**src/rtl/instr_fetch.sv**
```systemverilog
// Instruction fetch stage: drives the PC onto a 1-cycle synchronous ROM,
// tags returned words with their address, and hands them to decode through
// a one-entry valid/ready register. Stalls are realised by replaying the PC
// via its start port; go starts a program and a halt opcode ends it.
module instr_fetch #(
    parameter int                     ROM_SIZE    = 512,
    parameter int                     INSTR_WIDTH = 9,
    parameter logic [INSTR_WIDTH-1:0] HALT_OPCODE = 9'h1FF,
    // derived from ROM_SIZE to match the PC width; not meant to be overridden
    parameter int                     AW          = $clog2(ROM_SIZE) + 1
) (
    input  logic                   clk,
    input  logic                   rst_n,
    input  logic                   go,
    input  logic [AW-1:0]          go_addr,
    input  logic [AW-1:0]          pc_in,
    output logic                   pc_start,
    output logic [AW-1:0]          pc_start_addr,
    output logic [AW-1:0]          rom_addr,
    input  logic [INSTR_WIDTH-1:0] rom_data,
    input  logic                   flush,
    output logic [INSTR_WIDTH-1:0] instr_out,
    output logic [AW-1:0]          instr_pc,
    output logic                   instr_valid,
    input  logic                   instr_ready,
    output logic                   done
);

    localparam logic [1:0] S_IDLE = 2'd0;
    localparam logic [1:0] S_RUN  = 2'd1;
    localparam logic [1:0] S_HALT = 2'd2;

    logic [1:0]             state_q, state_d;
    logic [AW-1:0]          a_q, a_d;       // address of the word now on rom_data
    logic                   a_v_q, a_v_d;   // that word is wanted
    logic [INSTR_WIDTH-1:0] out_q, out_d;
    logic [AW-1:0]          ipc_q, ipc_d;
    logic                   vld_q, vld_d;
    logic                   done_q, done_d;

    logic run, go_ok, fire, stall, capture;

    assign rom_addr    = pc_in;
    assign instr_out   = out_q;
    assign instr_pc    = ipc_q;
    assign instr_valid = vld_q;
    assign done        = done_q;

    // Per-cycle qualifiers and the PC replay/start request.
    always_comb begin
        run     = (state_q == S_RUN);
        go_ok   = !run && go;
        fire    = vld_q && instr_ready;
        stall   = run && vld_q && !instr_ready && !flush;
        capture = run && a_v_q && !flush && (!vld_q || instr_ready);
        // While stalled, re-point the PC at the oldest address not yet
        // captured: the in-flight word if there is one, else the held PC.
        pc_start      = rst_n && (go_ok || stall);
        pc_start_addr = go_ok ? go_addr : (a_v_q ? a_q : pc_in);
    end

    // Next-state logic: go > flush > stall > capture.
    always_comb begin
        state_d = state_q;
        out_d   = out_q;
        ipc_d   = ipc_q;
        vld_d   = vld_q;
        done_d  = done_q;
        a_d     = run ? pc_in : a_q;
        // A replayed or flushed cycle fetches a word nobody will take.
        a_v_d   = run && !stall && !flush;

        if (go_ok) begin
            state_d = S_RUN;
            done_d  = 1'b0;
            vld_d   = 1'b0;
        end else begin
            if (flush) begin
                vld_d = 1'b0;
            end else if (capture) begin
                out_d = rom_data;
                ipc_d = a_q;
                vld_d = 1'b1;
                if (rom_data == HALT_OPCODE) state_d = S_HALT;
            end else if (fire) begin
                vld_d = 1'b0;
            end

            if (state_q == S_HALT) begin
                // The only word presentable in HALT is the halt word itself.
                if (fire)               done_d  = 1'b1;
                else if (flush && vld_q) state_d = S_RUN;
            end else if (state_q != S_RUN) begin
                state_d = S_IDLE;
            end
        end
    end

    // State registers; reset drops every valid flag immediately.
    always_ff @(posedge clk or negedge rst_n) begin
        if (!rst_n) begin
            state_q <= S_IDLE;
            a_q     <= '0;
            a_v_q   <= 1'b0;
            out_q   <= '0;
            ipc_q   <= '0;
            vld_q   <= 1'b0;
            done_q  <= 1'b0;
        end else begin
            state_q <= state_d;
            a_q     <= a_d;
            a_v_q   <= a_v_d;
            out_q   <= out_d;
            ipc_q   <= ipc_d;
            vld_q   <= vld_d;
            done_q  <= done_d;
        end
    end

endmodule

```
**config.mk**
```make
export PLATFORM = sky130hd
export DESIGN_NAME = instr_fetch
export DESIGN_NICKNAME = d
export VERILOG_FILES = /design/src/rtl/instr_fetch.sv
export SDC_FILE = /design/constraint.sdc
export NUM_CORES = 1
export LEC_CHECK = 0
export BUFFER_PORTS_ARGS = -buffer_cell sky130_fd_sc_hd__buf_4
export CAP_MARGIN = 25
export CORE_MARGIN = 8
export CORE_UTILIZATION = 42
export CTS_CLUSTER_SIZE = 25
export DETAILED_ROUTE_END_ITERATION = 8
export PLACE_DENSITY = 0.75
export SETUP_SLACK_MARGIN = 0.3
export SYNTH_ARGS = -nofsm -noshare
export SYNTH_HDL_FRONTEND = slang
export SYNTH_SLANG_ARGS = --single-unit
```
**constraint.sdc**
```tcl
create_clock -name clk -period 1.4 [get_ports clk]
set_clock_uncertainty 0.1 [all_clocks]
set_input_delay 0.07 -clock clk [delete_from_list [all_inputs] [get_ports clk]]
set_output_delay 0.07 -clock clk [all_outputs]
set_load 0.005 [all_outputs]
```
==> summary.md, run 1 <==
| Metric | Value |
|---|---|
| Die height | `80.3 µm` |
| Core area | `4000 µm²` |
| Final Max Tran Viols | `0` |
| Die area | `6440 µm²` |
| Cts bufs inserted | `5` |
| Clk pwr share | `25.1%` |
| Pleak | `1.45 nW` |
| Clock Pin Slew Worst Setup and Hold Paths | `0.06 ns` |
| Least-Margin Pin Slew | `0.766 ns` |
| Flop pwr share | `45.9%` |
| Period utilisation layout | `113%` |
| Max FO, Critical Path | `6` |
| # rows | `23` |
| Fin cells | `316` |
| Final Hold Vio Count | `17` |
| Final WL | `5570 µm` |
| CP Launch Type | `flop` |
| Cell Area, Synth | `1730 µm²` |
| Final setup fails | `35` |
| Syn Inst Count | `156` |
| Inserted Diodes | `0` |
| WP buf/inv | `0` |
| TritonCTS Sinks | `34` |
| Pwr/cell area | `895 nW/µm²` |
| Vias | `1637` |
| Overflow after GRT | `0` |
| Worst path top cell family by delay | `simple AND/OR/NAND/NOR gates` |
| Reg2reg path depth | `3` |
| Port bufs | `75` |
| Arr. time, crit path | `1.64 ns` |
| Worst hold margin | `-0.0612 ns` |
| RSZ-0062 raised after global routing | `yes` |
| Failing checks | `hold timing, setup timing` |
| R2r setup slk | `-0.18 ns` |
| Vias in the first global route | `1755` |
| P_sw | `0.663 mW` |
| Largest net degree at the start of global routing | `19` |
| DR WL/cell | `17.6 µm` |
| Nets | `300` |
| Crit-path cells | `nand2b_1 > or3_4 > mux2_4` |
| DR vias/cell | `5.18` |
| Initial Util | `43.4%` |
| Max Buffers Root-to-Sink | `2` |
| Worst setup margin | `-0.182 ns` |
| HPWL Detailed | `3410 µm` |
| P_int | `1.95 mW` |
| CP max-delay cell | `or3_4` |
| Worst endpoint required time | `1.46 ns` |
| Switching share of power | `25.4%` |
| Yosys warnings | `0` |
| Htree depth | `2` |
| Distinct cells, synth | `25` |
| Kind of critical path | `flop to flop` |
| Antenna violations before repair | `0` |
| Drc violations | `0` |
| Gpl congestion | `0.747` |
| Pre-Repair DR Iteration Count | `4` |
| Mean post-synth cell area | `11.1 µm²` |
| Highest clock rate | `632 MHz` |
| GR Util All Layers | `17.5%` |
| Chip Width | `80.3 µm` |
| Critical Path End Type | `flop` |
| Iteration-0 DRC Markers | `82` |
| First-pass GRT wire length | `8810 µm` |
| Comb pwr share | `29.0%` |
| Ports | `76` |
| CTS tree | `built` |
| Max Cap Violations | `0` |
| R2R Path Start | `a_v_q` |
| Final core utilization | `73.0%` |
| Worst slew margin | `48.9%` |
| Seq/Total Area, Yosys | `49.1%` |
| Crit path from | `a_v_q` |
| Area growth, synth to finish | `68.5%` |
| Slowest stage delay, CP | `0.50 ns` |
| VDD IR max | `782 µV` |
| Synth Register Bits | `34` |
| Share of cells above drive strength 1 | `54.1%` |
| Hold Crit Class | `input pin to asynchronous set/reset pin` |
| FF-to-FF End | `instr_out[8]` |
| Clk root buf | `clkbuf_8` |
| Worst-skew pair later-pin latency | `0.28 ns` |
| Status | `complete, but fails checks` |
| Net count after synthesis | `190` |
| ANT nets after route | `0` |
| # placed instances | `277` |
| Crit path time final | `1.58 ns` |
[cells in the mapped netlist]
master,instances,area share (%)
a211o_1,1,0.51
a31oi_1,1,0.36
a32o_1,1,0.58
and4_1,1,0.51
buf_4,10,4.3
buf_6,2,1.3
clkbuf_1,6,1.3
dfrtp_1,34,49
inv_1,2,0.43
mux2_1,1,0.65
mux2_4,18,16
mux2i_1,10,5.8
nand2_1,31,6.7
nand2b_1,2,0.72
nand2b_4,1,0.79
nand3_1,12,3.5
nor2_1,1,0.22
nor2b_1,3,1.1
nor3_1,2,0.58
o211ai_1,1,0.43
o21a_1,1,0.43
o21ai_0,11,3.2
o31a_1,1,0.51
o31ai_1,2,0.87
or3_4,1,0.65
[cells by family (layout without fill, tap and decap cells)]
group / after synthesis / after routing / synth area share [%]
AND/OR/NAND/NOR: 54 / 57 / 14.7
buffers and inverters: 20 / 127 / 7.36
flip-flops: 34 / 34 / 49.1
multiplexers: 29 / 29 / 22.0
AO/OA/AOI/OAI: 19 / 19 / 6.85
[power by group through the flow]
stage	Clock (mW)	Sequential (mW)	Combinational [mW]
floorplan	0	1.21	0.289
global placement	0	1.21	0.652
detailed placement	0	1.21	0.669
CTS	0.673	1.20	0.743
global route	0.719	1.21	0.813
finish	0.657	1.20	0.757
[layer usage]
metal / vias to the layer above / GRT usage (%) / part of all wire [%] / wire length (µm)
li1: 756 / - / - / -
met1: 797 / 21.3 / 42 / 2320
met2: 73 / 29.3 / 50 / 2770
met3: 11 / 5.02 / 7.0 / 392
met4: 0 / 4.91 / 1.6 / 89
met5: - / 0 / 0 / 0
[final cells by class]
| type | instances | area (µm²) |
|---|---|---|
| multi-input combinational | 105 | 890 |
| timing repair buffer | 118 | 1030 |
| sequential | 34 | 851 |
| clock buffer | 7 | 76.3 |
| tap | 50 | 62.6 |
| inverter | 2 | 7.51 |
| fill | 277 | 1080 |
[metrics by stage]
stage | hold WS [ns] | area (µm²) | setup TNS, ns | power (mW) | worst slack (ns)
finish | -0.0612 | 2920 | -4.99 | 2.61 | -0.182
global route | 0.0104 | 2920 | -6.13 | 2.74 | -0.235
CTS | -0.0115 | 2820 | -4.06 | 2.61 | -0.166
detailed placement | -0.149 | 2350 | -5.28 | 1.88 | -0.257
global placement | -0.151 | 2350 | -5.00 | 1.86 | -0.241
floorplan | -0.326 | 1750 | -3.75 | 1.49 | -0.204
[cells in the final DEF (no fill, tap or decap), types with 2 or more instances in the layout]
| cell type | count |
|---|---|
| buf_16 | 2 |
| buf_4 | 84 |
| buf_6 | 9 |
| clkbuf_1 | 2 |
| clkbuf_8 | 5 |
| dfrtp_1 | 34 |
| dlygate4sd3_1 | 20 |
| inv_1 | 2 |
| mux2_4 | 19 |
| mux2i_1 | 10 |
| nand2_1 | 21 |
| nand2_2 | 9 |
| nand2b_1 | 2 |
| nand3_1 | 12 |
| nor2b_4 | 2 |
| nor3_4 | 2 |
| o21ai_1 | 8 |
| o21ai_2 | 2 |
| or3_4 | 4 |
[worst max-delay path by stage]
stage / slack, ns / depth (start not counted) / to
after floorplan: -0.20 / 4 / instr_out[1]
after global placement: -0.24 / 3 / instr_out[0]
after detailed placement: -0.26 / 3 / instr_out[0]
after CTS: -0.17 / 6 / pc_start
after global routing: -0.24 / 6 / pc_start
final: -0.18 / 3 / instr_out[8]
[sequential cells by signal (all words and copies together), names as in the netlist]
name	cells
a_q	10
instr_pc	10
instr_out	9
state_q	2
a_v_q	1
done	1
instr_valid	1
[what timing repair did]
action,CTS,global route
hold buffers,21,0
pin swaps,2,3
resized for setup,33,21
hold endpoints to repair,55,0
endpoints found under the setup margin,46,80
buffers inserted,3,3
gates cloned,5,0
(Power assumes the default switching activity.)
==> inputs of run 2 (changes only) <==
Settings changed: ABC_AREA set to 1, HOLD_SLACK_MARGIN set to 0.15, PLACE_DENSITY 0.75 to 0.76.
==> run 2 against run 1 <==
  * The flow finishes with violations (setup timing)
  * Power increased by 91%
  * Critical path depth increased by 4
  * Register-to-register slack improved by 0.02 ns
  * Global-route usage decreased by 0.75 points
  * Count of clock-buffer cells in the layout decreased by 2
  * Critical path type is now flop to primary output
  * Wire length increased by 7.3%
  * First-iteration DRC count increased by 62%
  * Non-clock buffer count increased by 4
==> summary.md, run 2 <==
| Metric | Value |
|---|---|
| Slowest stage delay, CP | `0.40 ns (was 0.50 ns)` |
| Crit path time final | `1.67 ns (was 1.58 ns)` |
| Worst setup margin | `-0.274 ns (was -0.182 ns)` |
| TritonCTS Sinks | `34 (unchanged)` |
| Max Cap Violations | `0 (unchanged)` |
| FFs w/ async S/R, synth | `100% (unchanged)` |
| Distinct cells, synth | `20 (was 25)` |
| Most instantiated cells after synthesis | `nand2_1 (113), dfrtp_1 (34), nor2_1 (13) (was dfrtp_1 (34), nand2_1 (31), mux2_4 (18))` |
| Worst-skew pair later-pin latency | `0.29 ns (was 0.28 ns)` |
| Number of flops mapped to enable cells by yosys | `0 (unchanged)` |
| Cell Area, Synth | `1660 µm² (was 1730 µm²)` |
| Clk root buf | `clkbuf_8 (unchanged)` |
| Placed cell areas | `2260 µm² (was 2350 µm²)` |
| Hold Crit Class | `input pin to flop (was input pin to asynchronous set/reset pin)` |
| Layout fillers | `271 (was 277)` |
| GR Util All Layers | `16.8% (was 17.5%)` |
| VDD IR max | `1110 µV (was 782 µV)` |
| CP Launch Type | `flop (unchanged)` |
| Final WL | `5980 µm (was 5570 µm)` |
| Cts bufs inserted | `5 (unchanged)` |
| Net count after synthesis | `248 (was 190)` |
| Dominant cells by area after synthesis | `dfrtp_1 (51%), nand2_1 (26%), buf_4 (5.0%) (was dfrtp_1 (49%), mux2_4 (16%), nand2_1 (6.7%))` |
| Critical Path End Type | `primary output (was flop)` |
| Pwr/cell area | `1730 nW/µm² (was 895 nW/µm²)` |
| Period utilisation layout | `120% (was 113%)` |
| Hold Path Depth | `5` |
| Pre-Repair DR Iteration Count | `4 (unchanged)` |
| Drc violations | `0 (unchanged)` |
| Syn Inst Count | `214 (was 156)` |
| Register Area | `852 µm² (was 851 µm²)` |
| Yosys warnings | `0 (unchanged)` |
| Max Buffers Root-to-Sink | `2 (unchanged)` |
| Overflow after GRT | `0 (unchanged)` |
| Share of cells above drive strength 1 | `43.9% (was 54.1%)` |
| Post-route design area | `2890 µm² (was 2920 µm²)` |
| Die height | `78.8 µm (was 80.3 µm)` |
| Vias | `1848 (was 1637)` |
| Clock Pin Slew Worst Setup and Hold Paths | `0.07 ns (was 0.06 ns)` |
| Count leader, synth | `nand2_1 (was dfrtp_1)` |
| Seq/Total Area, Yosys | `51.3% (was 49.1%)` |
| Pleak | `1.51 nW (was 1.45 nW)` |
| Commonest non-fill, non-tap cell in the layout | `nand2_1 (was buf_4)` |
| Synth top area share | `51.3% (was 49.1%)` |
| Iteration-0 DRC Markers | `133 (was 82)` |
| Mean post-synth cell area | `7.75 µm² (was 11.1 µm²)` |
| DR WL/cell | `15.9 µm (was 17.6 µm)` |
| R2r setup slk | `-0.16 ns (was -0.18 ns)` |
| ANT nets after route | `0 (unchanged)` |
| Highest clock rate | `598 MHz (was 632 MHz)` |
| Most frequent cells in the layout | `nand2_1 (104), buf_4 (89), dfrtp_1 (33), dlygate4sd3_1 (22) (was buf_4 (84), dfrtp_1 (34), nand2_1 (21), dlygate4sd3_1 (20), mux2_4 (19))` |
| Compound-Gate Fraction of Synth Area | `6.42% (was 6.85%)` |
| Synth Register Bits | `34 (unchanged)` |
| Nets | `359 (was 300)` |
| Synth Area in XOR/XNOR | `0% (unchanged)` |
| Area occupied by multi-input gates | `791 µm² (was 890 µm²)` |
| Failing checks | `setup timing (was hold timing, setup timing)` |
| Worst endpoint required time | `1.23 ns (was 1.46 ns)` |
| Htree depth | `2 (unchanged)` |
| Die area | `6210 µm² (was 6440 µm²)` |
| R2R Path Start | `state_q[0] (was a_v_q)` |
| Post-synthesis simple-gate area fraction | `32.6% (was 14.7%)` |
| # rows | `23 (unchanged)` |
| Area growth, synth to finish | `74.3% (was 68.5%)` |
| Fin cells | `376 (was 316)` |
| Arr. time, crit path | `1.50 ns (was 1.64 ns)` |
| Max FO, Critical Path | `6 (unchanged)` |
| Port bufs | `75 (unchanged)` |
| Vias in the first global route | `1811 (was 1755)` |
| Chip Width | `78.8 µm (was 80.3 µm)` |
| Worst slew margin | `70.7% (was 48.9%)` |
| Largest area contributor in the netlist | `dfrtp_1 (unchanged)` |
| Antenna violations before repair | `0 (unchanged)` |
| Kind of critical path | `flop to primary output (was flop to flop)` |
| Status | `complete, but fails checks (unchanged)` |
| Largest net degree at the start of global routing | `35 (was 19)` |
| CTS tree | `built (unchanged)` |
| Inserted Diodes | `0 (unchanged)` |
| Core area | `3880 µm² (was 4000 µm²)` |
| HP Start | `go` |
| Top_reg_cell synth | `dfrtp_1 (unchanged)` |
| Initial Util | `42.7% (was 43.4%)` |
| Hold EP | `done` |
| HPWL Detailed | `3560 µm (was 3410 µm)` |
| Final Hold Vio Count | `0 (was 17)` |
| Gpl congestion | `0.854 (was 0.747)` |
| # placed instances | `331 (was 277)` |
| Synth Area in Adders | `0% (unchanged)` |
| First-pass GRT wire length | `8470 µm (was 8810 µm)` |
| Crit-path cells | `inv_2 > nand2_4 > nand2_8 > buf_12 > nor2_1 > a31oi_1 > buf_4 (was nand2b_1 > or3_4 > mux2_4)` |
| Least-Margin Pin Slew | `0.439 ns (was 0.766 ns)` |
| Reg2reg path depth | `8 (was 3)` |
| DR vias/cell | `4.91 (was 5.18)` |
| Final Max Tran Viols | `0 (unchanged)` |
| FF-to-FF End | `instr_pc[6] (was instr_out[8])` |
| CP max-delay cell | `dfrtp_1 (was or3_4)` |
| Multiplexer area fraction after synthesis | `0% (was 22.0%)` |
| Ports | `76 (unchanged)` |
| Final setup fails | `31 (was 35)` |
| RSZ-0062 raised after global routing | `yes (unchanged)` |
| Main combinational cell family by area after synthesis | `simple AND/OR/NAND/NOR gates (was multiplexers)` |
==> run 2: changes by cell type after synthesis, moves of 3 or more <==
cell      previous run  this run
mux2_4              18         0
o21ai_0             11         3
inv_1                2         8
nor2b_1              3         0
nor2_4               0         3
clkbuf_1             6         1
nor2_1               1        13
mux2i_1             10         0
nand3_1             12         2
nand2_1             31       113
a31oi_1              1        11
buf_2                0         5
==> run 2: critical path, delay by kind of cell, from the launching register on <==
family / cells / cell delay (ns)
flops: 1 / 0.40
buf+inv: 3 / 0.40
simple gates: 3 / 0.23
compound gates: 1 / 0.18
==> run 2: cells by family (layout without fill, tap and decap cells) <==
kind of cell,count (synthesis),in the layout
buffers and inverters,28,140
AOI/OAI and AO/OA,18,18
and+or+nand+nor,134,134
DFF,34,34
==> run 2: metrics by stage <==
stage,worst slack [ns],setup TNS [ns],utilization (%),power [mW],hold slack [ns]
final,-0.274,-4.88,74.4,4.99,0.184
after global placement,0.0668,0,58.2,3.48,0.0351
after floorplan,0.225,0,-,2.51,-0.326
after global routing,-0.335,-6.56,74.4,5.29,0.203
after CTS,-0.163,-1.98,69.2,4.64,0.137
after detailed placement,0.0338,0,58.2,3.53,0.0404
==> run 2: final cells by class <==
cell class,instances,share of cell area [%]
clock inverters,3,1.39
clock buffers,5,2.38
repair buffers,122,35.6
flip-flops and latches,34,29.5
well taps,50,2.17
inverters,10,1.65
multi-input cells,152,27.4
==> run 2: worst max-delay path by stage <==
stage	from	to	slack, ns
3_5_place_dp	a_v_q	pc_start_addr[9]	0.03
3_3_place_gp	state_q[1]	pc_start_addr[4]	0.07
5_1_grt	state_q[1]	pc_start_addr[2]	-0.33
2_1_floorplan	state_q[1]	instr_pc[0]	0.22
6_report	state_q[1]	pc_start_addr[2]	-0.27
4_1_cts	state_q[1]	pc_start_addr[5]	-0.16
==> run 2: power by group <==
| part | total, mW | switching (mW) | internal [mW] |
|---|---|---|---|
| combinational | 2.44 | 1.16 | 1.28 |
| clock | 0.884 | 0.360 | 0.524 |
| sequential | 1.67 | 0.300 | 1.37 |
==> run 2: metal layers <==
metal  track usage [%]  up-vias  share of wire (%)
met2              28.2       79                 52
met1              19.3      879                 39
met5                 0        -                  0
met4              7.04        0                2.4
li1                  -      879                  -
met3              5.30       11                6.3
==> run 2: repair_timing <==
item                                    4_1_cts  5_1_grt
setup buffers                                 7        6
hold endpoints to repair                     58        3
pin swaps                                     6        9
cloned                                        1        1
gates resized for setup                      15       40
endpoints found under the setup margin       44       44
hold buffers                                 22        1
==> inputs of run 3 (changes only) <==
Settings changed: CORE_UTILIZATION 42 to 46, PLACE_DENSITY 0.76 to 0.79.
Clock period 1.4 ns to 1.55 ns, I/O delays scaled along.
==> run 3 against run 2 <==
  * The flow still finishes with violations (setup timing)
  * Sequential power shrank 8%
  * Non-clock buffer count is 1 higher
  * Worst hold slack got worse by 0.056 ns
  * Wire length up 16%
  * Critical path type unchanged
  * Highest routed layer unchanged
==> summary.md, run 3 (synthesis results as in run 2) <==
| Metric | Value |
|---|---|
| Final Max Tran Viols | `0 (unchanged)` |
| Ports | `76 (unchanged)` |
| Switching share of power | `38.0% (was 36.5%)` |
| Failing checks | `setup timing (unchanged)` |
| P_int | `2.84 mW (was 3.17 mW)` |
| Final WL | `6940 µm (was 5980 µm)` |
| Share of cells above drive strength 1 | `44.6% (was 43.9%)` |
| Cts bufs inserted | `5 (unchanged)` |
| Antenna violations before repair | `0 (unchanged)` |
| Chip Width | `76.0 µm (was 78.8 µm)` |
| Core area | `3550 µm² (was 3880 µm²)` |
| Overflow after GRT | `0 (unchanged)` |
| CP Launch Type | `flop (unchanged)` |
| Worst hold margin | `0.129 ns (was 0.184 ns)` |
| Worst slew margin | `71.4% (was 70.7%)` |
| Arr. time, crit path | `1.55 ns (was 1.50 ns)` |
| Crit path time final | `1.73 ns` |
| Fin cells | `375 (was 376)` |
| GR Util All Layers | `19.7% (was 16.8%)` |
| Commonest non-fill, non-tap cell in the layout | `nand2_1 (unchanged)` |
| Least-Margin Pin Slew | `0.429 ns (was 0.439 ns)` |
| ANT nets after route | `0 (unchanged)` |
| First-pass GRT wire length | `9320 µm (was 8470 µm)` |
| Htree depth | `2 (unchanged)` |
| Max Buffers Root-to-Sink | `2 (unchanged)` |
| CP max-delay cell | `dfrtp_1 (unchanged)` |
| Inserted Diodes | `0 (unchanged)` |
| TritonCTS Sinks | `34 (unchanged)` |
| Flop pwr share | `33.6% (was 33.4%)` |
| Placed cell areas | `2240 µm² (was 2260 µm²)` |
| Max FO, Critical Path | `8 (was 6)` |
| P_sw | `1.74 mW (was 1.82 mW)` |
| Die height | `76.0 µm (was 78.8 µm)` |
| # placed instances | `327 (was 331)` |
| Clock Pin Slew Worst Setup and Hold Paths | `0.11 ns (was 0.07 ns)` |
| CTS Hold Bufs | `22 (unchanged)` |
| Post-route design area | `2940 µm² (was 2890 µm²)` |
| Max Cap Violations | `0 (unchanged)` |
| Drc violations | `0 (unchanged)` |
| Iteration-0 DRC Markers | `171 (was 133)` |
| Die area | `5780 µm² (was 6210 µm²)` |
| CTS tree | `built (unchanged)` |
| Pre-Repair DR Iteration Count | `5 (was 4)` |
| DR WL/cell | `18.5 µm (was 15.9 µm)` |
| Vias | `2010 (was 1848)` |
| Final core utilization | `82.9% (was 74.4%)` |
| Worst endpoint required time | `1.37 ns (was 1.23 ns)` |
| Worst-skew pair later-pin latency | `0.35 ns (was 0.29 ns)` |
| Highest clock rate | `578 MHz` |
| Crit-path cells | `inv_2 > nand2_4 > nand2_8 > buf_12 > nor2_2 > a31oi_1 > buf_4 (was inv_2 > nand2_4 > nand2_8 > buf_12 > nor2_1 > a31oi_1 > buf_4)` |
| Area occupied by multi-input gates | `788 µm² (was 791 µm²)` |
| Setup TNS Final | `-2.77 ns (was -4.88 ns)` |
| Register Area | `853 µm² (was 852 µm²)` |
| Layout fillers | `195 (was 271)` |
| Area growth, synth to finish | `77.5% (was 74.3%)` |
| Period utilisation layout | `112%` |
| Slowest stage delay, CP | `0.42 ns (was 0.40 ns)` |
| Most frequent cells in the layout | `nand2_1 (95), buf_4 (83), dfrtp_1 (32), dlygate4sd3_1 (22), nand2_2 (16) (was nand2_1 (104), buf_4 (89), dfrtp_1 (33), dlygate4sd3_1 (22))` |
| Design Power | `4.58 mW (was 4.99 mW)` |
| Status | `complete, but fails checks (unchanged)` |
| Worst setup margin | `-0.181 ns (was -0.274 ns)` |
| Kind of critical path | `flop to primary output (unchanged)` |
| Gpl congestion | `0.878 (was 0.854)` |
| Pre-CTS setup slack | `0.128 ns (was 0.0338 ns)` |
| Clk pwr share | `14.2% (was 17.7%)` |
| Largest net degree at the start of global routing | `35 (unchanged)` |
| Comb pwr share | `52.2% (was 48.9%)` |
| HPWL Detailed | `3400 µm (was 3560 µm)` |
| Final Hold Vio Count | `0 (unchanged)` |
| Hold Crit Class | `input pin to flop (unchanged)` |
| DR vias/cell | `5.36 (was 4.91)` |
| Pleak | `1.54 nW (was 1.51 nW)` |
| Clk root buf | `clkbuf_4 (was clkbuf_8)` |
| # rows | `22 (was 23)` |
| Port bufs | `75 (unchanged)` |
| VDD IR max | `1120 µV (was 1110 µV)` |
| Initial Util | `46.7% (was 42.7%)` |
| Nets | `360 (was 359)` |
| Final setup fails | `30 (was 31)` |
| Critical Path End Type | `primary output (unchanged)` |
| RSZ-0062 raised after global routing | `yes (unchanged)` |
| Pwr/cell area | `1560 nW/µm² (was 1730 nW/µm²)` |
| Vias in the first global route | `2008 (was 1811)` |
-- run 3: worst paths after layout --
check                                   from          endpoint  slack (ns)  cells past startpoint
worst max register to register    state_q[1]      instr_out[2]       -0.09                      9
worst min-delay path                      go       instr_valid        0.13                      5
max in group asynchronous              rst_n            a_q[3]        0.83                      3
min in group asynchronous              rst_n      instr_out[1]        0.20                      3
worst min register to register  instr_out[6]      instr_out[6]        0.38                      2
worst max-delay path              state_q[1]  pc_start_addr[7]       -0.18                      7
-- run 3: layout make-up --
cell class                 count  area share [%]
clock buffer                   7            1.53
clock inverter                 1            1.02
inverter                      10            1.32
multi-input combinational    152            26.8
sequential                    34            29.0
tap                           48            2.04
timing repair buffer         123            38.3
-- run 3: layer usage --
metal	GRT usage [%]	share of wire (%)	up-vias
met4	9.41	2.5	0
li1	-	-	888
met3	5.78	7.3	21
met2	36.2	55	136
met5	0	0	-
met1	19.8	35	965
-- run 3: what timing repair did --
item                       4_1_cts  5_1_grt
cloned                           0        5
setup endpoints to repair       33       43
pin swaps                        3        2
gates resized for setup         18       39
setup buffers                    8        5
hold endpoints to repair        58        2
-- run 3: worst max-delay path: cells and delay by family, from the launching register on --
| family | cells | cell delay, ns |
|---|---|---|
| flops | 1 | 0.42 |
| buf+inv | 3 | 0.39 |
| simple gates | 3 | 0.20 |
| compound gates | 1 | 0.18 |
-- run 3: power by group through the flow --
stage          combinational, mW  clock [mW]  sequential [mW]
2_1_floorplan              0.772           0             1.46
3_3_place_gp                1.65           0             1.47
3_5_place_dp                1.67           0             1.48
4_1_cts                     1.88       0.646             1.47
5_1_grt                     2.55       0.695             1.57
6_report                    2.39       0.650             1.54
